### src/rtl/io_pkg.sv
// rtl/io_pkg.sv - shared types for the MC14500B I/O access controller
package io_pkg;

  typedef enum logic [1:0] {
    IDLE = 2'd0,
    EXEC = 2'd1,
    ACK  = 2'd2
  } io_state_t;

  typedef enum logic {
    CPU  = 1'b0,
    HOST = 1'b1
  } io_requester_t;

endpackage

### src/rtl/io_debounce.sv
// rtl/io_debounce.sv - one-bit 2-flop synchroniser followed by a hold-time debouncer
module io_debounce #(
  parameter int DEBOUNCE_CYCLES = 4
) (
  input  logic clk,
  input  logic reset,
  input  logic raw,
  output logic stable
);

  localparam int CW = (DEBOUNCE_CYCLES > 1) ? $clog2(DEBOUNCE_CYCLES) : 1;
  localparam logic [CW-1:0] L_LAST = CW'(DEBOUNCE_CYCLES - 1);

  logic          r_sync1;
  logic          r_sync2;
  logic          r_stable;
  logic [CW-1:0] r_cnt;

  // Any cycle where the synced value agrees with the accepted one restarts the hold window.
  always_ff @(posedge clk) begin
    if (reset) begin
      r_sync1  <= 1'b0;
      r_sync2  <= 1'b0;
      r_stable <= 1'b0;
      r_cnt    <= '0;
    end else begin
      r_sync1 <= raw;
      r_sync2 <= r_sync1;
      if (r_sync2 == r_stable) begin
        r_cnt <= '0;
      end else if (r_cnt == L_LAST) begin
        r_stable <= r_sync2;
        r_cnt    <= '0;
      end else begin
        r_cnt <= r_cnt + 1'b1;
      end
    end
  end

  assign stable = r_stable;

endmodule

### src/rtl/io_access_controller.sv
// rtl/io_access_controller.sv - arbitrated CPU/host access to the 1-bit output latches and debounced inputs
module io_access_controller
  import io_pkg::*;
#(
  parameter int ADDR_WIDTH      = 4,
  parameter int OUTPUT_SIZE     = 8,
  parameter int INPUT_SIZE      = 8,
  parameter int DEBOUNCE_CYCLES = 4
) (
  input  logic                   clk,
  input  logic                   reset,
  input  logic                   cpu_req,
  input  logic                   cpu_write,
  input  logic [ADDR_WIDTH-1:0]  cpu_addr,
  input  logic                   cpu_data_in,
  output logic                   cpu_data_out,
  output logic                   cpu_ack,
  input  logic                   host_req,
  input  logic                   host_write,
  input  logic [ADDR_WIDTH-1:0]  host_addr,
  input  logic                   host_data_in,
  output logic                   host_data_out,
  output logic                   host_ack,
  input  logic [INPUT_SIZE-1:0]  input_pins,
  output logic [OUTPUT_SIZE-1:0] output_pins,
  output logic                   addr_error
);

  localparam int AXW = ADDR_WIDTH + 1;
  localparam logic [AXW-1:0] L_END = AXW'(OUTPUT_SIZE + INPUT_SIZE);

  io_state_t             r_state;
  io_state_t             w_next_state;
  io_requester_t         r_owner;
  io_requester_t         r_rr_last;
  io_requester_t         w_winner;
  logic                  r_write;
  logic [ADDR_WIDTH-1:0] r_addr;
  logic                  r_data;
  logic [OUTPUT_SIZE-1:0] r_latch;
  logic                  r_cpu_ack;
  logic                  r_host_ack;
  logic                  r_cpu_rdata;
  logic                  r_host_rdata;
  logic                  r_addr_error;
  logic [AXW-1:0]        w_addr_ext;
  logic                  w_rdata;
  logic                  w_bad_addr;
  logic [INPUT_SIZE-1:0] w_debounced;

  genvar g;
  generate
    for (g = 0; g < INPUT_SIZE; g++) begin : g_in
      io_debounce #(.DEBOUNCE_CYCLES(DEBOUNCE_CYCLES)) u_deb (
        .clk    (clk),
        .reset  (reset),
        .raw    (input_pins[g]),
        .stable (w_debounced[g])
      );
    end
  endgenerate

  // Round-robin: on contention the requester that did not win last time goes first.
  always_comb begin
    w_next_state = r_state;
    w_winner     = HOST;
    case (r_state)
      IDLE: begin
        if (cpu_req || host_req) begin
          w_next_state = EXEC;
          w_winner     = (cpu_req && (!host_req || r_rr_last == HOST)) ? CPU : HOST;
        end
      end
      EXEC:    w_next_state = ACK;
      ACK:     w_next_state = IDLE;
      default: w_next_state = IDLE;
    endcase
  end

  // Zero-extended address keeps the range compare from wrapping at the top of the space.
  always_comb begin
    w_addr_ext = {1'b0, r_addr};
    w_bad_addr = (w_addr_ext >= L_END);
    w_rdata    = 1'b0;
    for (int i = 0; i < OUTPUT_SIZE; i++) begin
      if (w_addr_ext == AXW'(i)) w_rdata = r_latch[i];
    end
    for (int j = 0; j < INPUT_SIZE; j++) begin
      if (w_addr_ext == AXW'(OUTPUT_SIZE + j)) w_rdata = w_debounced[j];
    end
  end

  always_ff @(posedge clk) begin
    if (reset) begin
      r_state      <= IDLE;
      r_owner      <= CPU;
      r_rr_last    <= HOST;
      r_write      <= 1'b0;
      r_addr       <= '0;
      r_data       <= 1'b0;
      r_latch      <= '0;
      r_cpu_ack    <= 1'b0;
      r_host_ack   <= 1'b0;
      r_cpu_rdata  <= 1'b0;
      r_host_rdata <= 1'b0;
      r_addr_error <= 1'b0;
    end else begin
      r_state      <= w_next_state;
      r_cpu_ack    <= 1'b0;
      r_host_ack   <= 1'b0;
      r_cpu_rdata  <= 1'b0;
      r_host_rdata <= 1'b0;
      case (r_state)
        IDLE: begin
          if (w_next_state == EXEC) begin
            r_owner   <= w_winner;
            r_rr_last <= w_winner;
            r_write   <= (w_winner == CPU) ? cpu_write   : host_write;
            r_addr    <= (w_winner == CPU) ? cpu_addr    : host_addr;
            r_data    <= (w_winner == CPU) ? cpu_data_in : host_data_in;
          end
        end
        EXEC: begin
          if (r_write) begin
            for (int i = 0; i < OUTPUT_SIZE; i++) begin
              if (w_addr_ext == AXW'(i)) r_latch[i] <= r_data;
            end
          end
          if (w_bad_addr) r_addr_error <= 1'b1;
          // Writes complete with data_out held at 0; only reads return data.
          if (r_owner == CPU) begin
            r_cpu_ack   <= 1'b1;
            r_cpu_rdata <= !r_write && w_rdata;
          end else begin
            r_host_ack   <= 1'b1;
            r_host_rdata <= !r_write && w_rdata;
          end
        end
        default: ;
      endcase
    end
  end

  assign cpu_ack       = r_cpu_ack;
  assign host_ack      = r_host_ack;
  assign cpu_data_out  = r_cpu_rdata;
  assign host_data_out = r_host_rdata;
  assign output_pins   = r_latch;
  assign addr_error    = r_addr_error;

endmodule

### config.mk
export PLATFORM = sky130hd
export DESIGN_NAME = io_access_controller
export DESIGN_NICKNAME = d
export VERILOG_FILES = /design/src/rtl/io_pkg.sv /design/src/rtl/io_debounce.sv /design/src/rtl/io_access_controller.sv
export SDC_FILE = /design/constraint.sdc
export NUM_CORES = 1
export LEC_CHECK = 0
export ABC_AREA = 1
export BUFFER_PORTS_ARGS = -buffer_cell sky130_fd_sc_hd__buf_2
export CORE_AREA = 2 2 61 107
export CTS_CLUSTER_DIAMETER = 40
export CTS_CLUSTER_SIZE = 20
export DETAILED_ROUTE_END_ITERATION = 12
export DIE_AREA = 0 0 63 109
export MAX_ROUTING_LAYER = met4
export PLACE_DENSITY = 0.65
export SLEW_MARGIN = 20
export SYNTH_ARGS = -nofsm -noshare
export SYNTH_HDL_FRONTEND = slang
export SYNTH_HIERARCHICAL = 1
export SYNTH_SLANG_ARGS = --single-unit
### constraint.sdc
create_clock -name clk -period 1.87 [get_ports clk]
set_input_delay 0.0935 -clock clk [delete_from_list [all_inputs] [get_ports clk]]
set_output_delay 0.0935 -clock clk [all_outputs]
set_load 0.01 [all_outputs]
## Word-level counts from Yosys, hierarchy flattened

Index checks and enable logic that the tools add are counted.

| word-level totals | value |
|---|---|
| bits in registers | 62 |
| bits of input ports | 24 |
| output and inout bits | 13 |
| logic and storage cells | 164 |

| cells by class | value |
|---|---|
| add/sub/neg operators | 8 |
| equality and inequality tests | 33 |
| muxes and demuxes | 26 |
| bitwise logic cells | 10 |
| reductions and logical operators | 37 |

Operators with widths:

| kind | count |
|---|---|
| $eq 4x4->1 const B | 8 |
| $reduce_or 3->1 | 10 |
| $reduce_and 3->1 | 8 |
| $mux 1 | 23 |
| $reduce_and 2->1 | 9 |
| $add 2x1->2 const B | 8 |
| $eq 2x2->1 const B | 8 |
| $eq 4x3->1 const B | 4 |
| $not 1->1 | 10 |
| $eq 1x1->1 | 8 |
| $eq 4x2->1 const B | 2 |
| $logic_not 5->1 | 1 |
| $eq 2x1->1 const B | 2 |
| $eq 4x1->1 const B | 1 |
| $logic_not 4->1 | 1 |
| $mux 4 | 1 |
| $pmux 2 s2 | 1 |
| $logic_and 1x1->1 | 2 |
| $logic_not 1->1 | 2 |
| $logic_not 2->1 | 1 |
| $logic_or 1x1->1 | 2 |
| $mux 2 | 1 |
| $reduce_or 2->1 | 1 |

## Depth between registers and ports, before layout

Gate-level depths: netlist of run 1.

| depth | value |
|---|---|
| word-level depth | 18 |
| depth in mapped cells | 17 |
| gate-level depth less buffers | 17 |

## Modules after synthesis

The synthesis of run 1 kept the hierarchy.

By module, submodules not included:

| module | instances | cells each | area each (um2) | seq. area each (um2) |
|---|---|---|---|---|
| io_debounce | 8 | 23 | 186.4 | 100.1 |
| io_access_controller | 1 | 177 | 1134.8 | 440.4 |

## Least setup slack after synthesis of run 1

Ideal clock, no wire load.

| timing path | value |
|---|---|
| kind | reg-to-reg |
| start point | register r_addr[1] |
| end point | register r_cpu_rdata, in the netlist cpu_data_out |
| setup time | 0.112 ns |
| arrival time | 1.362 ns |
| required time | 1.758 ns |
| slack | 0.396 ns |
| stages on the path, launching flop included | 14 |
| buffers on the path | 0 |
| clock period less this slack | 1.474 ns |
| cells stage by stage | dfxtp_1 > nor2_1 > nand2_1 > or2_0 > nand2_1 > nand4_1 > nand2_1 > nand2_1 > nand2_1 > nand4_1 > nand2_1 > nand2_1 > nand2_1 > nor2_1 |

| between the ends | value |
|---|---|
| longest elaborated chain between the ends | 18 |
| elaborated cells between the ends (all ways) | 33 |
| those cells by class | 15 x eq/ne; 16 x mux; 2 x reduce/logical |

RTL lines:

| what | RTL line | text |
|---|---|---|
| start, declared | io_access_controller.sv:38 | `logic [ADDR_WIDTH-1:0] r_addr;` |
| start signal, assigned | io_access_controller.sv:119 | `r_addr <= (w_winner == CPU) ? cpu_addr : host_addr;` |
| $logic_not 4->1 | io_access_controller.sv:86 | `if (w_addr_ext == AXW'(i)) w_rdata = r_latch[i];` |
| $mux 1 (8 in a row) | io_access_controller.sv:86 |  |
| $mux 1 (7 in a row) | io_access_controller.sv:89 | `if (w_addr_ext == AXW'(OUTPUT_SIZE + j)) w_rdata = w_debounced[j];` |
| $mux 1 (*) | io_access_controller.sv:89 |  |
| $logic_and 1x1->1 (*) | io_access_controller.sv:133 | `r_cpu_rdata <= !r_write && w_rdata;` |
| end signal, assigned | io_access_controller.sv:133 |  |
| end, declared | io_access_controller.sv:43 | `logic r_cpu_rdata;` |

Mark *: on every way between the ends. The rest lies on a longest branch, timed or not.
A chain may end at the register's enable or synchronous reset.

## Final worst setup path of run 1

| timing path | value |
|---|---|
| start point | register r_addr[2] |
| end point | register r_cpu_rdata, in the netlist cpu_data_out |

The elaborated chain is that of the path after synthesis.

==> metrics.yaml, run 1 <==
place:
  hpwlAfterDp_um: 3758
  gp_congestion: 0.8783
  dpl_cell_area_um2: 2923
  port_buffers: 35
run:
  max-cap-violations: 0
timing:
  timing.hold.ws_ps: 55.75
  finalMaxSlewViolations: 0
  hold_violations: 0
  clock_skew_ps: 7.427
  finalSetupViolations: 0
  period_needed_ps: 1695
  tns_ps: 0
  max_freq_mhz: 590.1
  timing.final.crit_share: 0.9062
yosys:
  syn-cell-area_um2: 2626
  syn_avg_cell_area_um2: 7.275
  ys_ff_latch: 62
  synth_ff_type: "dfxtp_1"
  syn_nets: 393
  synthArstFlopShare: 0
  ys_types: 27
  synth_edf_count: 0
  synth_warnings: 6
  syn_inst: 361
  ys_seq_area_frac: 0.4726
floorplanning:
  rows: 38
  dieHeight_um: 109
  die_w_um: 63
  start_util: 0.4349
  io_pins: 37
  die-area_um2: 6867
  coreArea_um2: 6038
cts:
  clk_pin_slew_ps: 60
  postCtsSetupBuffers: 0
  clock-sinks: 62
  insertion_delay_ps: 340
  clockBufferDepth: 2
  cts_tree: "built"
  htreeDepth: 3
  cts_made_buffers: 9
  cts-root-buf: "clkbuf_8"
critical_path:
  critPathRequiredTime_ps: 2100
  cp_data_arrival_time_ps: 1930
  end_kind: "flip-flop"
  critical_path_class: "reg2reg"
  crit_path_start_kind: "flip-flop"
  cp_max_fo: 6
cells_and_area:
  final_core_util: 0.5255
  fillers: 611
  stdcell_area_um2: 3173
  regArea_um2: 1242
  drive_gt1_frac: 0.1876
  diodes: 0
  syn_to_final_growth_pct: 20.82
  multi_input_area_um2: 1087
  nets: 448
pwr:
  p_leak_nw: 1.499
  power.density_nw_per_um2: 845.8
  ir_drop_mv: 0.5285
grt:
  track_usage: 0.1713
  grt_overflow: 0
  grt_max_degree: 21
  grt_pass1_wl_um: 8769
  first_global_vias: 2136
  antenna_found_initial: 0
routing:
  vias_per_cell: 4.477
  ant_nets: 0
  wl_um: 5103
  drc: 0
  vias: 2243
  drt-initial-drc-count: 82
  wl_per_cell_um: 10.19
  drtPass1Iterations: 4
worst_hold_path:
  min_path_type: "in2reg"
outcome:
  status: "completed"
==> path summary, 6_finish.rpt <==
check,start,endpoint,slack (ps),cells after the start
worst max register to register,r_addr[2],cpu_data_out,180,14
worst min-delay path,host_addr[2],r_addr[2],60,3
worst min register to register,g_in[4].u_deb/r_sync1,g_in[4].u_deb/r_sync2,400,2
worst max-delay path,r_addr[2],cpu_data_out,180,14
==> power breakdown <==
part	leakage, nW	total [mW]	internal (mW)	switching, mW
Sequential	0.506	1.41	1.37	0.0406
Combinational	0.911	0.290	0.116	0.174
Clock	0.0817	0.983	0.518	0.465
==> cell families after synthesis <==
kind of cell             after synthesis  share of synthesized area
AND/OR/NAND/NOR                      180                     0.3078
other                                  1                   0.001428
adder cells (fa/ha/maj)                8                    0.03811
flip-flops                            62                     0.4726
buffers and inverters                 80                     0.1162
AO/OA/AOI/OAI                         30                    0.06384
==> registers in the layout, summed over array words and instances (netlist names), 2 cells and up <==
register	cells
g_in.u_deb/r_cnt	16
g_in.u_deb/r_sync1	8
g_in.u_deb/r_sync2	8
g_in.u_deb/stable	8
output_pins	8
r_addr	4
r_state	2
==> cell usage in the layout, fill, tap and decap left out, types with 8 or more instances in the layout <==
master	instances
inv_1	73
nor2_1	66
nand2_1	63
dfxtp_1	61
buf_2	35
a21oi_1	13
nor3_1	12
nor2_2	11
nand3_1	11
clkbuf_8	10
o21ai_0	9
nand3_2	8
ha_1	8
dlygate4sd3_1	8
==> through the flow <==
| step | cells | setup WS [ps] | total power [mW] |
|---|---|---|---|
| after CTS | 501 | 180.0 | 2.711 |
| after detailed placement | 477 | 211.9 | 1.714 |
| after global placement | 477 | 217.3 | 1.708 |
| after floorplan | 361 | 395.7 | 1.611 |
| final | 501 | 175.5 | 2.684 |
| after global routing | 501 | -1.905 | 2.839 |
==> Yosys cell counts, types with 2 or more instances <==
cell type  instances  share of area
nand4_1            4         0.0095
clkbuf_1           3         0.0043
o22ai_1            2         0.0048
nand3_2            8          0.030
dfxtp_1           62           0.47
nor2_1            67          0.096
nor3_1            13          0.025
inv_1             73           0.10
ha_1               8          0.038
o211ai_1           2         0.0057
a21oi_1           13          0.025
inv_2              2         0.0029
nor2_2            10          0.024
o21ai_0            9          0.017
nand3_1           11          0.021
nand2_1           63          0.090
==> routing by layer <==
layer,track usage,routed length (um),share of wire
met1,0.1580,2020,0.40
met2,0.3138,2747,0.54
met3,0.04747,189,0.037
met4,0.09683,145,0.028
met5,-,0,0
==> worst max-delay path, stage by stage, from the launching register on <==
cell and delay [ps]:
dfxtp_1 440, inv_2 80, nor2_4 140, nand2_1 90, or2_0 200, nand2_1 60
nand4_1 100, nand2_1 80, nand2_1 40, nand2_1 50, nand4_1 70, nand2_1 70
nand2_1 50, nand2_1 80, nor2_1 40
==> final cells by class <==
class                   instances  area share
repair buffers                 49     0.09464
multi-input cells             219      0.3427
well taps                      80     0.03155
clock buffers                  15     0.04929
inverters                      75     0.08872
clock inverters                 1    0.001577
flip-flops and latches         62      0.3916
==> what timing repair did <==
action                     CTS  global route
resized for setup            0             3
hold buffers                 8             0
hold endpoints to repair     8             0
setup endpoints to repair    0             2
No activity file was read; power rests on OpenSTA's default activity.
==> run 2: changes to the inputs <==
Settings changed: ABC_AREA 1 to unset, CORE_AREA 2 2 61 107 to 2 2 60 104, DIE_AREA 0 0 63 109 to 0 0 62 106, PLACE_DENSITY 0.65 to 0.66.
Clock period 1.87 ns to 1.9 ns, I/O delays scaled along.
==> run 2 against run 1 <==
Against the previous run:
- clock-buffer cell count fell by 2
- global-route usage fell by 0.78 points
- register-to-register slack better by 150 ps
- flip-flop and latch count unchanged
- fmax increased by 7.4%
- non-clock buffer count decreased by 4
- worst setup slack better by 150 ps
- final area decreased by 5.3%
- first-iteration DRC count shrank 61%
- routed wire length decreased by 12%
- core utilization down 0.61 points
- area after synthesis shrank 4.3%
==> metrics.yaml, run 2 <==
outcome:
  status: "completed"
routing:
  drc: 0  # unchanged
  drtPass1Iterations: 4  # unchanged
  drt-initial-drc-count: 32  # -61%
  wl_per_cell_um: 12.48  # +23%
  vias_per_cell: 4.989  # +11%
  wl_um: 4481  # -12%
  ant_nets: 0  # unchanged
  vias: 1791  # -20%
critical_path:
  critical_path_class: "reg2reg"
  critPathRequiredTime_ps: 2100  # about the same
  end_kind: "flip-flop"
  cp_max_fo: 13  # +7
  crit_path_start_kind: "flip-flop"
  cp_data_arrival_time_ps: 1780  # -150 ps
yosys:
  synthArstFlopShare: 0  # unchanged
  synthTopCellsByArea: "dfxtp_1, mux2i_1, nor4b_2"
  ys_seq_area_frac: 0.4940  # +0.02142
  synthTopCellsByCount: "dfxtp_1, mux2i_1, nor2_1, nor2b_1, nand2_1"
  synth_most_common_cell: "dfxtp_1"
  syn_nets: 265  # -33%
  synth_edf_count: 0  # unchanged
  syn-cell-area_um2: 2512  # -4.3%
  ys_types: 41  # +52%
  synth_warnings: 6  # unchanged
  syn_inst: 233  # -35%
  synth.top_cell.area_share: 0.4940  # +0.02142
  yosysTopAreaCell: "dfxtp_1"
  synth_ff_type: "dfxtp_1"
  ys_ff_latch: 62  # unchanged
  syn_avg_cell_area_um2: 10.78  # +48%
cells_and_area:
  syn_to_final_growth_pct: 19.62
  diodes: 0  # unchanged
  fillers: 537  # -12%
  largest_reg_flops: 16  # unchanged
  mostFrequentLayoutCell: "dfxtp_1"
  drive_gt1_frac: 0.2242  # +0.03655
  stdcell_area_um2: 3005  # -5.3%
  final_core_util: 0.5194  # -0.006136
  regMostFlops: "g_in.u_deb/r_cnt"
  mostFrequentLayoutCells: "dfxtp_1, buf_2, mux2i_1, nor2_1, nor2b_1"
  nets: 310  # -31%
  fin_cells: 359  # -28%
place:
  place_ws_ps: 324.2  # +112.3 ps
  place_inst: 337  # -29%
  gp_congestion: 0.8632  # -1.7%
  port_buffers: 35  # unchanged
  hpwlAfterDp_um: 3266  # -13%
  dpl_cell_area_um2: 2751  # -5.9%
timing:
  period_needed_ps: 1578  # -116.7 ps
  finalMaxSlewViolations: 0  # unchanged
  max-slew-margin-rel: 0.5813
  clock_skew_ps: 4.177  # -3.251 ps
  hold_violations: 0  # unchanged
  timing.hold.ws_ps: 91.32  # +35.56 ps
  rsz0062_at_grt: "false"
  max_freq_mhz: 633.8  # +7.4%
  timing.final.crit_share: 0.8304  # -0.07572
  setup_ws_ps: 322.2  # +146.7 ps
  worst_pin_slew_ps: 621.5
  finalSetupViolations: 0  # unchanged
  tns_ps: 0  # unchanged
grt:
  grt_overflow: 0  # unchanged
  first_global_vias: 1853  # -13%
  grt_pass1_wl_um: 7859  # -10%
  antenna_found_initial: 0  # unchanged
  track_usage: 0.1636  # -0.007782
  grt_max_degree: 36  # +71%
cts:
  cts_tree: "built"
  htreeDepth: 3  # unchanged
  clk_pin_slew_ps: 60  # about the same
  insertion_delay_ps: 330  # about the same
  cts-root-buf: "clkbuf_8"
  clock-sinks: 62  # unchanged
  cts_resized: 0  # unchanged
  cts_made_buffers: 9  # unchanged
  clockBufferDepth: 2  # unchanged
pwr:
  p_total_mw: 2.609  # -2.8%
  ir_drop_mv: 0.5395  # +2.1%
  power.density_nw_per_um2: 868.0  # +2.6%
  p_leak_nw: 1.188  # -21%
floorplanning:
  die_w_um: 62  # -1.6%
  coreArea_um2: 5787  # -4.2%
  die-area_um2: 6572  # -4.3%
  dieHeight_um: 106  # -2.8%
  rows: 37  # -2.6%
  io_pins: 37  # unchanged
  start_util: 0.4342  # -0.0007736
worst_hold_path:
  min_path_type: "in2reg"
run:
  max-cap-violations: 0  # unchanged
-- run 2: cell count changes in the layout (fill, tap and decap cells not counted), sizes merged, moves of 5 or more --
| cell | change |
|---|---|
| a21oi | -5 |
| inv | -72 |
| mux2i | +22 |
| nand2 | -53 |
| nand3 | -17 |
| nor2 | -55 |
| nor2b | +19 |
| nor3 | -11 |
| nor4 | +11 |
| nor4b | +9 |
| o21ai | -8 |
| o221ai | +5 |
| xnor2 | +8 |
-- run 2: cell type report --
class                      instances  area, um2  share of cell area
sequential                        62       1241              0.4130
multi-input combinational        157       1199              0.3988
timing repair buffer              45      282.8             0.09409
clock buffer                      13      168.9             0.05620
tap                               78      97.59             0.03247
inverter                           3      11.26            0.003747
clock inverter                     1      5.005            0.001665
-- run 2: layer usage --
layer / track usage / wire (um)
met1: 0.1711 / 1846
met2: 0.2716 / 2421
met3: 0.03650 / 131
met4: 0.08663 / 82
met5: - / 0
-- run 2: worst max-delay path, cell delays in order, from the launching register on --
cell and delay (ps):
dfxtp_1 600, buf_4 240, o21bai_1 110, a21oi_1 90
nor4_2 300, a211oi_1 120
-- run 2: cells by family (layout without fill, tap and decap cells) --
kind of cell / count (synthesis) / count (layout) / synth area share
mux: 22 / 22 / 0.08765
flops: 62 / 62 / 0.4940
buf+inv: 14 / 62 / 0.02888
fa+ha+maj: 8 / 8 / 0.03984
other cells: 1 / 1 / 0.001493
compound gates: 25 / 25 / 0.07072
xor+xnor: 8 / 8 / 0.02789
simple gates: 93 / 93 / 0.2495
-- run 2: path summary, 6_finish.rpt --
kind | slack (ps) | cells past startpoint | to | startpoint
worst min-delay path | 90 | 3 | r_rr_last | cpu_req
worst max-delay path | 320 | 5 | cpu_data_out | r_addr[0]
worst max register to register | 320 | 5 | cpu_data_out | r_addr[0]
worst min register to register | 430 | 1 | g_in[7].u_deb/r_cnt[0] | g_in[7].u_deb/r_cnt[0]
-- run 2: repair_timing --
action                                 4_1_cts  5_1_grt
endpoints found under the hold margin        8        0
hold buffers                                 8        0
setup buffers                                0        0
-- run 2: report_power, final --
group	internal [mW]	switching [mW]	total, mW	leakage [nW]
clock	0.564	0.446	1.01	0.0914
sequential	1.34	0.0561	1.40	0.506
combinational	0.103	0.0950	0.198	0.591
